<file path="config.mk">
export PLATFORM = sky130hd
export DESIGN_NAME = scan_sel_gen
export DESIGN_NICKNAME = d
export VERILOG_FILES = /design/src/rtl/scan_sel_gen.sv
export SDC_FILE = /design/constraint.sdc
export NUM_CORES = 1
export LEC_CHECK = 0
export BUFFER_PORTS_ARGS = -buffer_cell sky130_fd_sc_hd__buf_2
export CELL_PAD_IN_SITES_DETAIL_PLACEMENT = 0
export CELL_PAD_IN_SITES_GLOBAL_PLACEMENT = 1
export CORE_MARGIN = 1
export CORE_UTILIZATION = 35
export CTS_CLUSTER_DIAMETER = 200
export DETAILED_ROUTE_END_ITERATION = 6
export PLACE_DENSITY = 0.72
export REMOVE_ABC_BUFFERS = 1
export SLEW_MARGIN = 30
export SYNTH_ARGS = -nofsm -noshare
export SYNTH_HDL_FRONTEND = slang
export SYNTH_SLANG_ARGS = --single-unit
</file>
<file path="constraint.sdc">
create_clock -name clk -period 2.35 [get_ports clk]
set_input_delay 0.1175 -clock clk [delete_from_list [all_inputs] [get_ports clk]]
set_output_delay 0.1175 -clock clk [all_outputs]
set_load 0.05 [all_outputs]
</file>
<file path="src/rtl/scan_sel_gen.sv">
// Select sequencer for a 2-to-4 decoder: walks enabled slots 0..3 in ascending
// order, holding each for dwell+1 cycles, as a single sweep or continuously.
module scan_sel_gen #(
  parameter int unsigned DWELL_W = 4
) (
  input  logic               clk,
  input  logic               rst_n,
  input  logic               start,
  input  logic               stop,
  input  logic               mode,
  input  logic [DWELL_W-1:0] dwell,
  input  logic [3:0]         mask,
  output logic               a,
  output logic               b,
  output logic               en,
  output logic               busy,
  output logic               sweep_done
);

  localparam int unsigned SLOT_W = 2;
  localparam int unsigned NSLOT  = 4;

  typedef enum logic {IDLE, HOLD} state_t;

  state_t             state;
  logic [SLOT_W-1:0]  slot;
  logic [DWELL_W-1:0] cnt;
  logic               mode_q;
  logic [DWELL_W-1:0] dwell_q;
  logic [NSLOT-1:0]   mask_q;

  logic               nxt_found;
  logic [SLOT_W-1:0]  nxt_slot;
  logic [SLOT_W-1:0]  start_slot;
  logic [SLOT_W-1:0]  wrap_slot;

  function automatic logic [SLOT_W-1:0] lowest_set(input logic [NSLOT-1:0] m);
    logic [SLOT_W-1:0] r;
    r = '0;
    for (int i = NSLOT - 1; i >= 0; i--) begin
      if (m[i]) r = SLOT_W'(i);
    end
    return r;
  endfunction

  // Next enabled slot strictly above the current one; found=0 marks end of sweep.
  always_comb begin
    nxt_found = 1'b0;
    nxt_slot  = slot;
    for (int i = NSLOT - 1; i >= 0; i--) begin
      if (mask_q[i] && (i > int'(slot))) begin
        nxt_found = 1'b1;
        nxt_slot  = SLOT_W'(i);
      end
    end
    start_slot = lowest_set(mask);
    wrap_slot  = lowest_set(mask_q);
  end

  assign a = slot[1];
  assign b = slot[0];

  always_ff @(posedge clk or negedge rst_n) begin
    if (!rst_n) begin
      state      <= IDLE;
      slot       <= '0;
      cnt        <= '0;
      en         <= 1'b0;
      busy       <= 1'b0;
      sweep_done <= 1'b0;
      mode_q     <= 1'b0;
      dwell_q    <= '0;
      mask_q     <= '0;
    end else begin
      sweep_done <= 1'b0;
      if (stop) begin
        state <= IDLE;
        en    <= 1'b0;
        busy  <= 1'b0;
        cnt   <= '0;
      end else begin
        case (state)
          IDLE: begin
            if (start && (mask != '0)) begin
              mode_q  <= mode;
              dwell_q <= dwell;
              mask_q  <= mask;
              slot    <= start_slot;
              cnt     <= '0;
              en      <= 1'b1;
              busy    <= 1'b1;
              state   <= HOLD;
            end
          end
          HOLD: begin
            if (cnt != dwell_q) begin
              cnt <= cnt + DWELL_W'(1);
            end else begin
              cnt <= '0;
              if (nxt_found) begin
                slot <= nxt_slot;
              end else begin
                sweep_done <= 1'b1;
                if (mode_q) begin
                  slot <= wrap_slot;
                end else begin
                  // Single sweep ends: select pair keeps its last value.
                  state <= IDLE;
                  en    <= 1'b0;
                  busy  <= 1'b0;
                end
              end
            end
          end
          default: state <= IDLE;
        endcase
      end
    end
  end

endmodule
</file>
==> metrics.csv <==
stage,metric,value,unit
timing,clock_skew,0.000893,ns
power,irDropWorstVdd,0.662,mV
timing,finalHoldWorstSlack,0.0549,ns
synthesis,synth_simple_gate_area_frac,0.159,
timing,fin_crit,1.77,ns
layout,multi_input_area,464,um^2
routing,drc_errors,0,
power,cellPowerDensity,833,nW/um^2
synthesis,synth.area.mux_share,0.118,
timing,final_max_slew_viol_count,0,
layout,drive_above_1_share,0.346,
setup_path,worstPathRequired,2.53,ns
synthesis,synth_ff_type,dfrtp_1,
timing,rsz0062_at_grt,no,
setup_path,startpoint_type,flip-flop,
setup_path,cp_max_fo,6,
layout,finalNetCount,119,
clock_tree,numCtsBuffers,3,
routing,totalWireLength,1.73,mm
hold_path,hp-class,primary input to flip-flop,
timing,maxSlewHeadroom,0.718,
die,rows,18,
placement,finalWeightedCongestion,0.758,
synthesis,synthCells,85,
die,fp.dieH,54.1,um
power,power_leakage,0.498,nW
grt,grt_pass1_wl,2.81,mm
outcome,outcome,"complete, no violations",
clock_tree,insertion_delay,0.28,ns
timing,hold_viol,0,
synthesis,synth_area,951,um^2
grt,groute.usage.overall,0.137,
die,core,2520,um^2
clock_tree,clock_sinks,18,
die,ios,18,
grt,grt_pass1_vias,626,
die,dieArea,2930,um^2
routing,wl_per_cell,12.9,um
timing,period_share,0.752,
routing,dr.pass1.iters,4,
layout,seq_area,450,um^2
clock_tree,cts_root_buffer,clkbuf_4,
synthesis,synth-edff-count,0,
routing,postRouteAntennaNets,0,
timing,finalSetupTns,0,ns
timing,tightest_slew,0.423,ns
grt,antenna_found_initial,0,
timing,max_freq,0.566,GHz
grt,grt_max_degree,19,
synthesis,ys_seq_area_frac,0.474,
clock_tree,ctsResizeCount,0,
grt,overflow,0,
die,die_x,54.1,um
synthesis,synthXorXnorAreaFrac,0.0368,
timing,finalSetupViolations,0,
clock_tree,clk_pin_slew,0.10,ns
clock_tree,post_cts_hold_buffer_count,1,
synthesis,ys_types,35,
clock_tree,clockBufferDepth,2,
synthesis,synth_top_family_by_area,compound AO/OA/AOI/OAI gates,
synthesis,yosysWarnings,0,
die,start_util,0.377,
placement,portBuffers,17,
synthesis,synth-adder-area-share,0.0132,
routing,viasPerCell,5.19,
job,drv_cap,0,
setup_path,cp.arrival,1.94,ns
synthesis,synth-seq-cells,18,
clock_tree,h-tree-depth,1,
routing,num_vias,696,
layout,fillers,253,
synthesis,async_flop_share,1.00,
setup_path,endpoint_kind,flip-flop,
layout,diodes,0,
synthesis,synth.avg_cell_area,11.2,um^2
routing,drt_iter0_markers,9,
clock_tree,cts_setup_buffers,0,
placement,dp_hpwl,1.30,mm
synthesis,synth_compound_area_frac,0.161,
clock_tree,cts_tree,built,
layout,areaGrowthSynthToFinish,15.9,%
setup_path,path_class,flip-flop to flip-flop,
layout make-up:
class	count	area share
Inverter	5	0.0170
Timing Repair Buffer	18	0.0863
Multi-Input combinational cell	59	0.421
Clock buffer	4	0.0329
Tap cell	30	0.0341
Sequential cell	18	0.409
worst max-delay path, stage by stage (launching register included):
cell,delay [ns]
dfrtp_1,0.44
nand2b_4,0.17
a221oi_2,0.35
o31ai_2,0.10
a211oi_2,0.25
mux2_1,0.35
metal layers:
| layer | vias up | global-route usage | wire length, um |
|---|---|---|---|
| li1 | 348 | - | - |
| met1 | 334 | 0.174 | 836 |
| met2 | 12 | 0.224 | 824 |
| met3 | 2 | 0.0339 | 56 |
| met4 | 0 | 0.0513 | 10 |
| met5 | - | 0 | 0 |
registers in the layout (all words and copies together), names as in the netlist:
signal / flops
busy: 1
mask_q: 4
sweep_done: 1
cnt: 4
slot: 2
dwell_q: 4
state: 1
mode_q: 1
cells in the final DEF, fill, tap and decap left out:
| master | synthesis | layout |
|---|---|---|
| clkbuf_4 | 0 | 3 |
| dlygate4sd3_1 | 0 | 1 |
| nor3_1 | 2 | 2 |
| a221oi_2 | 1 | 1 |
| nand3_1 | 1 | 1 |
| dfrtp_1 | 18 | 18 |
| nand2b_4 | 1 | 1 |
| or3_1 | 1 | 1 |
| o41ai_2 | 1 | 1 |
| or2b_1 | 1 | 1 |
| inv_1 | 5 | 5 |
| a21o_1 | 1 | 1 |
| a31oi_1 | 1 | 1 |
| mux2_1 | 2 | 2 |
| nor3b_2 | 1 | 1 |
| nor2_2 | 1 | 1 |
| clkbuf_8 | 0 | 1 |
| a2111oi_0 | 1 | 1 |
| a211oi_2 | 1 | 1 |
| xnor2_1 | 4 | 4 |
| nand3b_1 | 2 | 2 |
| a21oi_1 | 3 | 3 |
| nor2b_1 | 2 | 2 |
| o21ai_0 | 7 | 7 |
| o31ai_1 | 1 | 1 |
| nand2_1 | 5 | 5 |
| nor4_1 | 3 | 3 |
| buf_2 | 1 | 17 |
| a211o_1 | 1 | 1 |
| ha_1 | 1 | 1 |
| nor3b_1 | 2 | 2 |
| o31ai_2 | 1 | 1 |
| nand4_1 | 1 | 1 |
| nor2_1 | 1 | 1 |
| o21bai_1 | 1 | 1 |
| mux2_2 | 8 | 8 |
kinds of logic after synthesis:
group / Yosys count
AOI/OAI and AO/OA: 20
muxes: 10
adders and majority gates: 1
DFF: 18
xor gates and xnor gates: 4
and+or+nand+nor: 24
buffers and inverters: 8
through the flow:
| stage | utilization | instance area, um^2 | power, mW | worst slack [ns] | std cells |
|---|---|---|---|---|---|
| finish | 0.437 | 1100 | 0.918 | 0.584 | 134 |
| global route | 0.437 | 1100 | 0.980 | 0.489 | 134 |
| CTS | 0.437 | 1100 | 0.931 | 0.565 | 134 |
| detailed placement | 0.419 | 1060 | 0.740 | 0.577 | 129 |
| global placement | 0.419 | 1060 | 0.733 | 0.630 | 129 |
| floorplan | - | 933 | 0.660 | 0.446 | 82 |
worst paths after layout:
path                            start    endpoint  slack, ns  cells after the start
setup / recovery              slot[0]     slot[0]       0.58                      5
hold / removal               dwell[2]  dwell_q[2]       0.05                      2
setup reg to reg              slot[0]     slot[0]       0.58                      5
hold reg to reg            dwell_q[2]  dwell_q[2]       0.54                      1
max in group asynchronous       rst_n  dwell_q[3]       1.79                      2
min in group asynchronous       rst_n   mask_q[3]       0.28                      2
Yosys cell counts (all sizes together), types with 2 or more instances:
cell type  instances  share of area
o21ai              7          0.037
nor2b              2          0.013
inv                5          0.020
nor4               3          0.020
buf                2          0.013
mux2              10           0.12
nor3               2          0.011
nor2               2          0.011
o31ai              2          0.021
a21oi              3          0.016
dfrtp             18           0.47
nand3b             2          0.016
nor3b              3          0.029
xnor2              4          0.037
nand2              5          0.020
power breakdown:
group	internal, mW	total (mW)	switching (mW)
logic	0.128	0.295	0.168
clock network	0.0943	0.186	0.0915
registers	0.365	0.437	0.0718
total	0.587	0.918	0.331
Power figures use the tool's default switching activity.
